$ cat config.mk
export PLATFORM = sky130hd
export DESIGN_NAME = seq_det_scheduler
export DESIGN_NICKNAME = d
export VERILOG_FILES = /design/src/rtl/seq_det_scheduler.sv
export SDC_FILE = /design/constraint.sdc
export NUM_CORES = 1
export LEC_CHECK = 0
export BUFFER_PORTS_ARGS = -buffer_cell sky130_fd_sc_hd__buf_4
export CELL_PAD_IN_SITES_DETAIL_PLACEMENT = 0
export CELL_PAD_IN_SITES_GLOBAL_PLACEMENT = 1
export CORE_UTILIZATION = 34
export DETAILED_ROUTE_END_ITERATION = 10
export PLACE_DENSITY_LB_ADDON = 0.08
export SKIP_CTS_REPAIR_TIMING = 1
export SYNTH_ARGS = -nofsm -noshare
export SYNTH_HDL_FRONTEND = slang
export SYNTH_SLANG_ARGS = --single-unit
$ cat constraint.sdc
create_clock -name clk -period 1.4 [get_ports clk]
set_input_delay 0.07 -clock clk [delete_from_list [all_inputs] [get_ports clk]]
set_output_delay 0.07 -clock clk [all_outputs]
set_load 0.05 [all_outputs]
$ cat src/rtl/seq_det_scheduler.sv
// rtl/seq_det_scheduler.sv - round-robin pattern loader with per-pattern match dwell and report
module seq_det_scheduler #(
    parameter int K     = 3,
    parameter int N     = 4,
    parameter int DWELL = 8,
    parameter int CW    = 4
) (
    input  logic                   clk,
    input  logic                   rstn,
    input  logic                   en,
    input  logic [N-1:0]           req_valid,
    input  logic [N*K-1:0]         req_pattern,
    output logic [N-1:0]           req_ready,
    output logic [K-1:0]           det_pattern,
    output logic                   det_valid,
    input  logic                   det_ready,
    input  logic                   det_match,
    output logic                   rpt_valid,
    output logic [$clog2(N)-1:0]   rpt_id,
    output logic [CW-1:0]          rpt_count
);
    localparam int IW  = $clog2(N);
    localparam int DCW = $clog2(DWELL + 1);

    typedef enum logic [1:0] {S_IDLE, S_LOAD, S_DWELL, S_REPORT} state_t;

    state_t          state;
    logic [IW-1:0]   last_grant;
    logic [IW-1:0]   grant_id;
    logic [IW-1:0]   grant_idx;
    logic            grant_found;
    logic            grant_fire;
    logic [IW:0]     cand;
    logic [K-1:0]    pat [N];
    logic [DCW-1:0]  dwell_cnt;
    logic [CW-1:0]   match_cnt;
    logic [CW-1:0]   match_next;

    always_comb begin
        for (int i = 0; i < N; i++) begin
            pat[i] = req_pattern[i*K +: K];
        end
    end

    // First requesting index after last_grant, wrapping modulo N.
    always_comb begin
        grant_found = 1'b0;
        grant_idx   = '0;
        cand        = '0;
        for (int i = 1; i <= N; i++) begin
            cand = {1'b0, last_grant} + (IW+1)'(i);
            if (cand >= (IW+1)'(N)) begin
                cand = cand - (IW+1)'(N);
            end
            if (!grant_found && req_valid[cand[IW-1:0]]) begin
                grant_found = 1'b1;
                grant_idx   = cand[IW-1:0];
            end
        end
    end

    assign grant_fire = rstn && (state == S_IDLE) && en && grant_found;
    assign req_ready  = grant_fire ? (N'(1) << grant_idx) : '0;

    always_comb begin
        match_next = match_cnt;
        if (det_match && (match_cnt != {CW{1'b1}})) begin
            match_next = match_cnt + CW'(1);
        end
    end

    always_ff @(posedge clk) begin
        if (!rstn) begin
            state       <= S_IDLE;
            last_grant  <= IW'(N - 1);
            grant_id    <= '0;
            det_valid   <= 1'b0;
            det_pattern <= '0;
            rpt_valid   <= 1'b0;
            rpt_id      <= '0;
            rpt_count   <= '0;
            match_cnt   <= '0;
            dwell_cnt   <= '0;
        end else begin
            case (state)
                S_IDLE: begin
                    if (grant_fire) begin
                        last_grant  <= grant_idx;
                        grant_id    <= grant_idx;
                        det_pattern <= pat[grant_idx];
                        det_valid   <= 1'b1;
                        state       <= S_LOAD;
                    end
                end
                S_LOAD: begin
                    if (det_ready) begin
                        det_valid <= 1'b0;
                        match_cnt <= '0;
                        dwell_cnt <= '0;
                        state     <= S_DWELL;
                    end
                end
                S_DWELL: begin
                    match_cnt <= match_next;
                    dwell_cnt <= dwell_cnt + DCW'(1);
                    if (dwell_cnt == DCW'(DWELL - 1)) begin
                        rpt_valid <= 1'b1;
                        rpt_id    <= grant_id;
                        rpt_count <= match_next;
                        state     <= S_REPORT;
                    end
                end
                S_REPORT: begin
                    rpt_valid <= 1'b0;
                    state     <= S_IDLE;
                end
                default: state <= S_IDLE;
            endcase
        end
    end
endmodule

==> results_dict.tcl, run 1 <==
set metrics [dict create \
    outcome "complete, but fails checks" \
    violations "setup timing" \
    grt_pass1_vias 1305 \
    power.share.clock 0.146 \
    nFillCells 378 \
    drtIter0Drc 55 \
    synth-edff-count 0 \
    cts-root-buf "clkbuf_8" \
    swShare 0.393 \
    intPower_mw 1.82 \
    syn_nets 186 \
    required_ps 1330 \
    ys_seq_elements 25 \
    syn_avg_cell_area_um2 8.57 \
    io_buffers 35 \
    reg2reg_from "last_grant[1]$_SDFFE_PN1P_" \
    gr-total-overflow 0 \
    rsz0062_at_grt "yes" \
    ys.flop_type "dfxtp_1" \
    dieWidth_um 65.1 \
    clk_pin_slew_ps 90 \
    finalPower_mw 3.00 \
    cts_num_sinks 25 \
    fmax_mhz 605 \
    synthesis.area_mm2 0.00135 \
    endpoint_kind "output port" \
    setup.worst_path.class "reg -> out" \
    place_area_mm2 0.00185 \
    pwr-share-seq 0.306 \
    num_antenna_cells 0 \
    grt_max_degree 25 \
    cts_buffers 3 \
    p_leak_nw 0.912 \
    period_minus_slack_ps 1650 \
    timing.slew.headroom 0.803 \
    hold_class "in -> reg" \
    r2r-end "det_pattern[1]$_SDFFE_PN0P_" \
    layout_commonest_cell "buf_4" \
    ys_seq_area_frac 0.370 \
    period_share 1.18 \
    hold_violations 0 \
    first_pass_iters 4 \
    ir_worst_vdd_uv 739 \
    crit_arrival_ps 1580 \
    vias_per_cell 5.05 \
    max_cap_viol_count 0 \
    clock_path_buffers 2 \
    grt_use_total 0.163 \
    die_area_mm2 0.00424 \
    drive_above_1_share 0.473 \
    tightest_slew_ps 295 \
    finalMaxSlewViolations 0 \
    post-route-drc-count 0 \
    h-tree-depth 1 \
    worst_clock_skew_ps 6.26 \
    coreArea_mm2 0.00374 \
    grt_pass1_wl_um 5440 \
    dp_hpwl_um 2450 \
    cts_tree "built" \
    combPwrFrac 0.548 \
    place_ws_ps -91.5 \
    start_util 0.362 \
    path_max_fanout 5 \
    r2r_cells 6 \
    io_pins 36 \
    synth_async_sr_flop_share 0 \
    finalInstanceArea_mm2 0.00213 \
    setup_slack_ps -254 \
    area_growth_syn_to_layout_pct 57.7 \
    r2r_setup_slack_ps -140 \
    vias 1353 \
    postRouteAntennaNets 0 \
    min_to "det_pattern[2]$_SDFFE_PN0P_" \
    netlist_instances 158 \
    switching_power_mw 1.18 \
    yosys_warnings 0 \
    antenna_found_initial 0 \
    worst_skew_pair.late_latency_ps 270 \
    min_delay_path_depth 3 \
    setup_viol 8 \
    routedWlPerCell_um 12.9 \
    most-common-layout-cells "56 x buf_4, 18 x dfxtp_1, 17 x nand2_1" \
    critPathLaunchType "flip-flop" \
    yosysUniqueCellTypes 37 \
    final_nets 249 \
    cellPowerDensity_mw_per_mm2 1410 \
    wirelength_um 3450 \
    num_rows 22 \
    worstHoldStart "req_pattern[8]" \
    gp_congestion 0.816 \
    die_height_um 65.1 \
]
==> worst max path at each step <==
stage / from / end / cells after the start
after global placement: state[0]$_SDFFE_PN0P_ / req_ready[3] / 6
after floorplan: state[1]$_SDFFE_PN0P_ / req_ready[3] / 6
after detailed placement: state[0]$_SDFFE_PN0P_ / req_ready[3] / 6
final: last_grant[0]$_SDFFE_PN1P_ / req_ready[3] / 6
after CTS: state[0]$_SDFFE_PN0P_ / req_ready[3] / 6
after global routing: last_grant[1]$_SDFFE_PN1P_ / req_ready[0] / 6
==> worst max-delay path, cell delays in order (launching register included) <==
cell	delay, ps
dfxtp_4	360
o21ai_2	50
o21ai_1	70
a211o_1	330
buf_12	150
nor3b_4	180
buf_6	180
==> metal layers <==
metal,wire length [µm],track usage,share of wire,vias to the layer above
met3,106,0.0260,0.031,4
met1,1480,0.185,0.43,630
li1,-,-,-,690
met4,34,0.0489,0.0099,0
met2,1830,0.309,0.53,29
met5,0,0,0,-
==> per-stage QoR <==
step / utilization / TNS, ps / cells / hold slack, ps
after global routing: 0.570 / -2570 / 268 / 113
final: 0.570 / -1400 / 268 / 95.5
after global placement: 0.495 / -87.8 / 254 / 362
after detailed placement: 0.495 / -465 / 254 / 391
after CTS: 0.508 / -1730 / 258 / 89.9
after floorplan: - / -138 / 158 / 218
==> flip-flops by register name, summed over array words and instances (netlist names) <==
register,flops
rpt_valid,1
match_cnt,4
rpt_id,2
grant_id,2
dwell_cnt,4
last_grant,2
det_pattern,3
state,2
det_valid,1
rpt_count,4
==> Yosys cell counts, drive strengths merged, types with 2 or more instances <==
cell type / count / area, µm²
nor2: 8 / 32.5
clkbuf: 2 / 7.51
nor3b: 2 / 15.0
nand2: 19 / 71.3
nand3: 8 / 40.0
mux2i: 12 / 120
a21boi: 2 / 15.0
and2: 6 / 37.5
buf: 3 / 21.3
dfxtp: 25 / 500
and3: 2 / 12.5
inv: 5 / 18.8
a32oi: 2 / 17.5
o221ai: 4 / 41.3
o21a: 2 / 15.0
nor2b: 11 / 68.8
a21oi: 8 / 40.0
o211a: 2 / 20.0
o21ai: 11 / 55.1
nand2b: 2 / 12.5
nor3: 4 / 20.0
ha: 7 / 87.6
==> final cells by class <==
type	count	area, µm²	share of cell area
clock inverters	1	7.51	0.00352
well taps	48	60.1	0.0281
inverters	5	21.3	0.00996
multi-input cells	124	993	0.465
flip-flops and latches	25	514	0.241
clock buffers	3	41.3	0.0193
repair buffers	62	497	0.233
==> cell families after synthesis <==
kind of cell               after synthesis  synth area share
buffers and inverters                   10            0.0351
adders and majority gates                7            0.0647
DFF                                     25             0.370
and+or+nand+nor                         65             0.244
xor gates and xnor gates                 1           0.00647
muxes                                   12            0.0887
AOI/OAI and AO/OA                       38             0.191
==> power groups by stage <==
| stage | sequential (mW) | clock, mW | combinational, mW |
|---|---|---|---|
| after floorplan | 1.05 | 0 | 0.685 |
| after global placement | 0.914 | 0 | 1.29 |
| after detailed placement | 0.922 | 0 | 1.33 |
| after CTS | 0.905 | 0.459 | 1.33 |
| after global routing | 0.935 | 0.496 | 1.79 |
| final | 0.919 | 0.438 | 1.65 |
(Power assumes the default switching activity.)
==> run 2, diff against run 1 <==
--- a/config.mk
+++ b/config.mk
@@ -8,9 +8,9 @@
 export BUFFER_PORTS_ARGS = -buffer_cell sky130_fd_sc_hd__buf_4
 export CELL_PAD_IN_SITES_DETAIL_PLACEMENT = 0
 export CELL_PAD_IN_SITES_GLOBAL_PLACEMENT = 1
-export CORE_UTILIZATION = 34
+export CORE_UTILIZATION = 38
 export DETAILED_ROUTE_END_ITERATION = 10
-export PLACE_DENSITY_LB_ADDON = 0.08
+export PLACE_DENSITY = 0.82
 export SKIP_CTS_REPAIR_TIMING = 1
 export SYNTH_ARGS = -nofsm -noshare
 export SYNTH_HDL_FRONTEND = slang
==> constraint.sdc (replaced) <==
create_clock -name clk -period 1.7 [get_ports clk]
set_input_delay 0.085 -clock clk [delete_from_list [all_inputs] [get_ports clk]]
set_output_delay 0.085 -clock clk [all_outputs]
set_load 0.05 [all_outputs]
==> results_dict.tcl, run 2 (synthesis results as in run 1) <==
set metrics [dict create \
    outcome "complete, but fails checks" \
    violations "setup timing" \
    gr-total-overflow 0 \
    cts-root-buf "clkbuf_4" \
    hold_class "in -> reg" \
    period_minus_slack_ps 1760 \
    swShare 0.409 \
    post-route-drc-count 0 \
    cellPowerDensity_mw_per_mm2 1110 \
    reg_top3 "dwell_cnt (4), match_cnt (4), rpt_count (4)" \
    hold_violations 0 \
    finalInstanceArea_mm2 0.00197 \
    area_growth_syn_to_layout_pct 45.7 \
    setup_viol 3 \
    cts_buffers 3 \
    power.share.clock 0.129 \
    setup_slack_ps -63.5 \
    cts_num_sinks 25 \
    place_inst 239 \
    start_util 0.403 \
    place_area_mm2 0.00172 \
    intPower_mw 1.29 \
    ir_worst_vdd_uv 737 \
    finalCoreUtilization 0.587 \
    cp.buffers_inverters 1 \
    p_leak_nw 0.849 \
    grt_max_degree 25 \
    pwr-share-seq 0.355 \
    coreArea_mm2 0.00336 \
    drtIter0Drc 26 \
    tightest_slew_ps 723 \
    endpoint_kind "output port" \
    die_area_mm2 0.00381 \
    dieWidth_um 61.7 \
    num_antenna_cells 0 \
    fmax_mhz 567 \
    layout_commonest_cell "buf_4" \
    clk_pin_slew_ps 150 \
    vias_per_cell 5.06 \
    combPwrFrac 0.516 \
    place_ws_ps 61.1 \
    cts_tree "built" \
    num_rows 21 \
    die_height_um 61.7 \
    nFillCells 329 \
    vias 1300 \
    slowest_delay_ps 400 \
    most-common-layout-cells "47 x buf_4, 21 x dfxtp_1, 18 x nand2_1" \
    grt_pass1_wl_um 5000 \
    timing.slew.headroom 0.514 \
    path_max_fanout 7 \
    drive_above_1_share 0.374 \
    critPathLaunchType "flip-flop" \
    worst_skew_pair.late_latency_ps 320 \
    grt_use_total 0.175 \
    rsz0062_at_grt "yes" \
    required_ps 1620 \
    grt_pass1_vias 1129 \
    final_nets 240 \
    clock_path_buffers 2 \
    period_share 1.04 \
    switching_power_mw 0.893 \
    worst_clock_skew_ps 3.89 \
    io_pins 36 \
    cp_slowest_cell "dfxtp_4" \
    postRouteAntennaNets 0 \
    routedWlPerCell_um 12.8 \
    path_cells "a211oi_1, a211o_4, nand2_1, nor2_2, buf_6" \
    crit_arrival_ps 1680 \
    critical_path.top_delay_family "compound AO/OA/AOI/OAI gates" \
    wirelength_um 3300 \
    finalPower_mw 2.18 \
    gp_congestion 0.815 \
    finalNonFillerCells 257 \
    finalMaxSlewViolations 0 \
    h-tree-depth 1 \
    io_buffers 35 \
    setup.worst_path.class "reg -> out" \
    first_pass_iters 4 \
    max_cap_viol_count 0 \
    antenna_found_initial 0 \
    dp_hpwl_um 2260 \
    r2r_setup_slack_ps 70 \
]
## run 2: cell count changes in the layout (fill, tap and decap cells not counted), sizes merged
cell and change:
buf -8, nor2 -1
## run 2: metal layers
metal | track usage | routed length (µm) | part of all wire | vias up
li1 | - | - | - | 676
met1 | 0.241 | 1550 | 0.47 | 589
met2 | 0.289 | 1580 | 0.48 | 29
met3 | 0.0315 | 111 | 0.034 | 6
met4 | 0.0286 | 57 | 0.017 | 0
met5 | 0 | 0 | 0 | -
## run 2: per-stage QoR
stage | hold slack (ps) | TNS (ps)
6_report | 59.8 | -175
5_1_grt | 64.3 | -452
4_1_cts | 70.6 | -1120
3_5_place_dp | 408 | 0
3_3_place_gp | 377 | 0
2_1_floorplan | 233 | 0
## run 2: path summary, 6_finish.rpt
kind	startpoint	endpoint	cells past startpoint
setup / recovery	last_grant[1]$_SDFFE_PN1P_	req_ready[0]	5
setup reg to reg	state[1]$_SDFFE_PN0P_	state[1]$_SDFFE_PN0P_	8
hold reg to reg	match_cnt[1]$_SDFFE_PN0P_	match_cnt[1]$_SDFFE_PN0P_	2
hold / removal	req_pattern[8]	det_pattern[2]$_SDFFE_PN0P_	3
## run 2: area by class of cell
cell class	count	area [µm²]	share of cell area
Clock inverter	1	7.51	0.00380
Sequential cell	25	513	0.260
Tap cell	46	57.6	0.0292
Clock buffer	3	22.5	0.0114
Timing Repair Buffer	54	444	0.225
Inverter	5	23.8	0.0120
Multi-Input combinational cell	123	905	0.458
## run 2: tightest hold or removal path: stages
cell and delay, ps:
buf_4 80, mux2i_1 50, o221ai_1 140
## run 2: power by group through the flow
stage / clock network, mW / registers, mW / logic, mW
after floorplan: 0 / 0.857 / 0.523
final: 0.282 / 0.776 / 1.13
after global placement: 0 / 0.756 / 0.837
after detailed placement: 0 / 0.761 / 0.853
after global routing: 0.321 / 0.788 / 1.22
after CTS: 0.288 / 0.750 / 0.856
==> run 3, diff against run 2 <==
--- a/config.mk
+++ b/config.mk
@@ -5,12 +5,13 @@
 export SDC_FILE = /design/constraint.sdc
 export NUM_CORES = 1
 export LEC_CHECK = 0
+export ABC_AREA = 1
 export BUFFER_PORTS_ARGS = -buffer_cell sky130_fd_sc_hd__buf_4
 export CELL_PAD_IN_SITES_DETAIL_PLACEMENT = 0
 export CELL_PAD_IN_SITES_GLOBAL_PLACEMENT = 1
 export CORE_UTILIZATION = 38
 export DETAILED_ROUTE_END_ITERATION = 10
-export PLACE_DENSITY = 0.82
+export PLACE_DENSITY = 0.83
 export SKIP_CTS_REPAIR_TIMING = 1
 export SYNTH_ARGS = -nofsm -noshare
 export SYNTH_HDL_FRONTEND = slang
==> results_dict.tcl, run 3 <==
set metrics [dict create \
    power.share.clock 0.077 \
    ys.flop_type "dfxtp_1" \
    grt_use_met2 0.296 \
    p_leak_nw 1.17 \
    finalMaxSlewViolations 0 \
    netlist_instances 237 \
    antenna_found_initial 0 \
    die_area_mm2 0.00455 \
    coreArea_mm2 0.00406 \
    routedWlPerCell_um 10.9 \
    gr-total-overflow 0 \
    post-route-drc-count 0 \
    synth_async_sr_flop_share 0 \
    required_ps 1620 \
    fmax_mhz 481 \
    wirelength_um 3800 \
    met1_usage 0.213 \
    hold_violations 0 \
    vias_per_cell 4.69 \
    critPathLaunchType "flip-flop" \
    most-common-layout-cells "61 x nand2_1, 54 x buf_4, 23 x dfxtp_1" \
    switching_power_mw 2.31 \
    ys_top_cells_by_area "dfxtp_1 31%, nand2_1 16%, nand3_1 5.8%" \
    cellPowerDensity_mw_per_mm2 1950 \
    place_inst 339 \
    intPower_mw 2.35 \
    area_growth_syn_to_layout_pct 46.5 \
    die_height_um 67.5 \
    dieWidth_um 67.5 \
    yosys-top-cells-count "70 x nand2_1, 25 x dfxtp_1, 21 x inv_1" \
    yosysUniqueCellTypes 32 \
    clk_pin_slew_ps 90 \
    endpoint_kind "output port" \
    worst_skew_pair.late_latency_ps 270 \
    cts_buffers 3 \
    grt_pass1_vias 1432 \
    synth_top_area_share 0.307 \
    ys_seq_elements 25 \
    hold_class "in -> reg" \
    grt_max_degree 18 \
    synth.most_common_cell "nand2_1" \
    use_met3 0.0169 \
    nFillCells 409 \
    grt_use_total 0.168 \
    setup.worst_path.class "reg -> out" \
    ys_seq_area_frac 0.307 \
    io_pins 36 \
    slowest_delay_ps 340 \
    max_cap_viol_count 0 \
    worst_clock_skew_ps 3.27 \
    hold_ws_ps 151 \
    cts_num_sinks 25 \
    gp_congestion 0.807 \
    r2r_setup_slack_ps -180 \
    pwr-share-seq 0.166 \
    rsz0062_at_grt "yes" \
    vias 1637 \
    final_nets 328 \
    drive_above_1_share 0.421 \
    synth-edff-count 0 \
    synth_top_area_cell "dfxtp_1" \
    layout_commonest_cell "nand2_1" \
    num_antenna_cells 0 \
    first_pass_iters 4 \
    setup_viol 11 \
    violations "setup timing" \
    setup_slack_ps -378 \
    path_cells "buf_12, clkinv_8, nand2_1, nand3_2, nand2_4, buf_4, nand3_2, nand3_2, nor2_4, clkinv_4, buf_6, nor2_4, buf_8" \
    reg_top3 "dwell_cnt (4), match_cnt (4), rpt_count (4)" \
    cts_tree "built" \
    drtIter0Drc 41 \
    io_buffers 35 \
    cp_slowest_cell "dfxtp_2" \
    clock_path_buffers 2 \
    synthesis.area_mm2 0.00163 \
    top_usage_layer "met2" \
    path_max_fanout 8 \
    yosys_warnings 0 \
    path_common_cell "nand3_2" \
    final.setup.tns_ps -2060 \
    syn_avg_cell_area_um2 6.87 \
    cts-root-buf "clkbuf_8" \
    dp_hpwl_um 2910 \
    period_minus_slack_ps 2080 \
    num_rows 23 \
    start_util 0.401 \
    finalNonFillerCells 349 \
    syn_nets 265 \
    outcome "complete, but fails checks" \
    crit_arrival_ps 1990 \
    period_share 1.22 \
    grt_pass1_wl_um 5890 \
    h-tree-depth 1 \
    timing.slew.headroom 0.821 \
    ir_worst_vdd_uv 749 \
    tightest_slew_ps 266 \
    combPwrFrac 0.757 \
    postRouteAntennaNets 0 \
    swShare 0.495 \
]
-- run 3: final cells by class --
| cell class | count | area (µm²) | share of cell area |
|---|---|---|---|
| multi-input cells | 181 | 1130 | 0.472 |
| repair buffers | 63 | 527 | 0.221 |
| flip-flops and latches | 25 | 503 | 0.211 |
| inverters | 26 | 118 | 0.0493 |
| well taps | 50 | 62.6 | 0.0262 |
| clock buffers | 3 | 41.3 | 0.0173 |
| clock inverters | 1 | 7.51 | 0.00315 |
-- run 3: path summary, 6_finish.rpt --
| kind | startpoint | to | cells past startpoint |
|---|---|---|---|
| worst min register to register | grant_id[0]$_SDFFE_PN0P_ | grant_id[0]$_SDFFE_PN0P_ | 2 |
| worst max-delay path | last_grant[0]$_SDFFE_PN1P_ | req_ready[1] | 13 |
| worst min-delay path | rstn | state[1]$_SDFFE_PN0P_ | 3 |
| worst max register to register | last_grant[0]$_SDFFE_PN1P_ | det_pattern[1]$_SDFFE_PN0P_ | 18 |
-- run 3: layer usage --
layer / part of all wire / up-vias
li1: - / 877
met1: 0.46 / 721
met2: 0.50 / 33
met3: 0.030 / 6
met4: 0.012 / 0
met5: 0 / -
-- run 3: cells by family (layout without fill, tap and decap cells) --
kind of cell	Yosys count	in the layout	share of synthesized area
xor gates and xnor gates	2	2	0.0108
AOI/OAI and AO/OA	29	29	0.0969
DFF	25	25	0.307
buffers and inverters	31	93	0.0869
and+or+nand+nor	143	143	0.444
adders and majority gates	7	7	0.0538
-- run 3: power by group through the flow --
stage                     sequential [mW]  clock, mW  combinational (mW)
after floorplan                     0.826          0                2.10
after global placement              0.778          0                2.97
after detailed placement            0.781          0                2.97
after CTS                           0.767      0.368                2.99
after global routing                0.787      0.390                3.88
final                               0.773      0.357                3.53
-- run 3: per-stage QoR --
stage               power [mW]  utilization  setup WS [ps]  instance area [µm²]
floorplan                 2.93            -           -127                 1690
global placement          3.75        0.531          -65.0                 2150
detailed placement        3.76        0.531          -96.6                 2150
CTS                       4.12        0.543           -404                 2200
global route              5.06        0.588           -475                 2380
finish                    4.66        0.588           -378                 2380
-- run 3: worst max-delay path, delay by kind of cell, from the launching register on --
family	cells	cell delay, ps
and+or+nand+nor	7	660
buffers and inverters	6	720
DFF	1	340
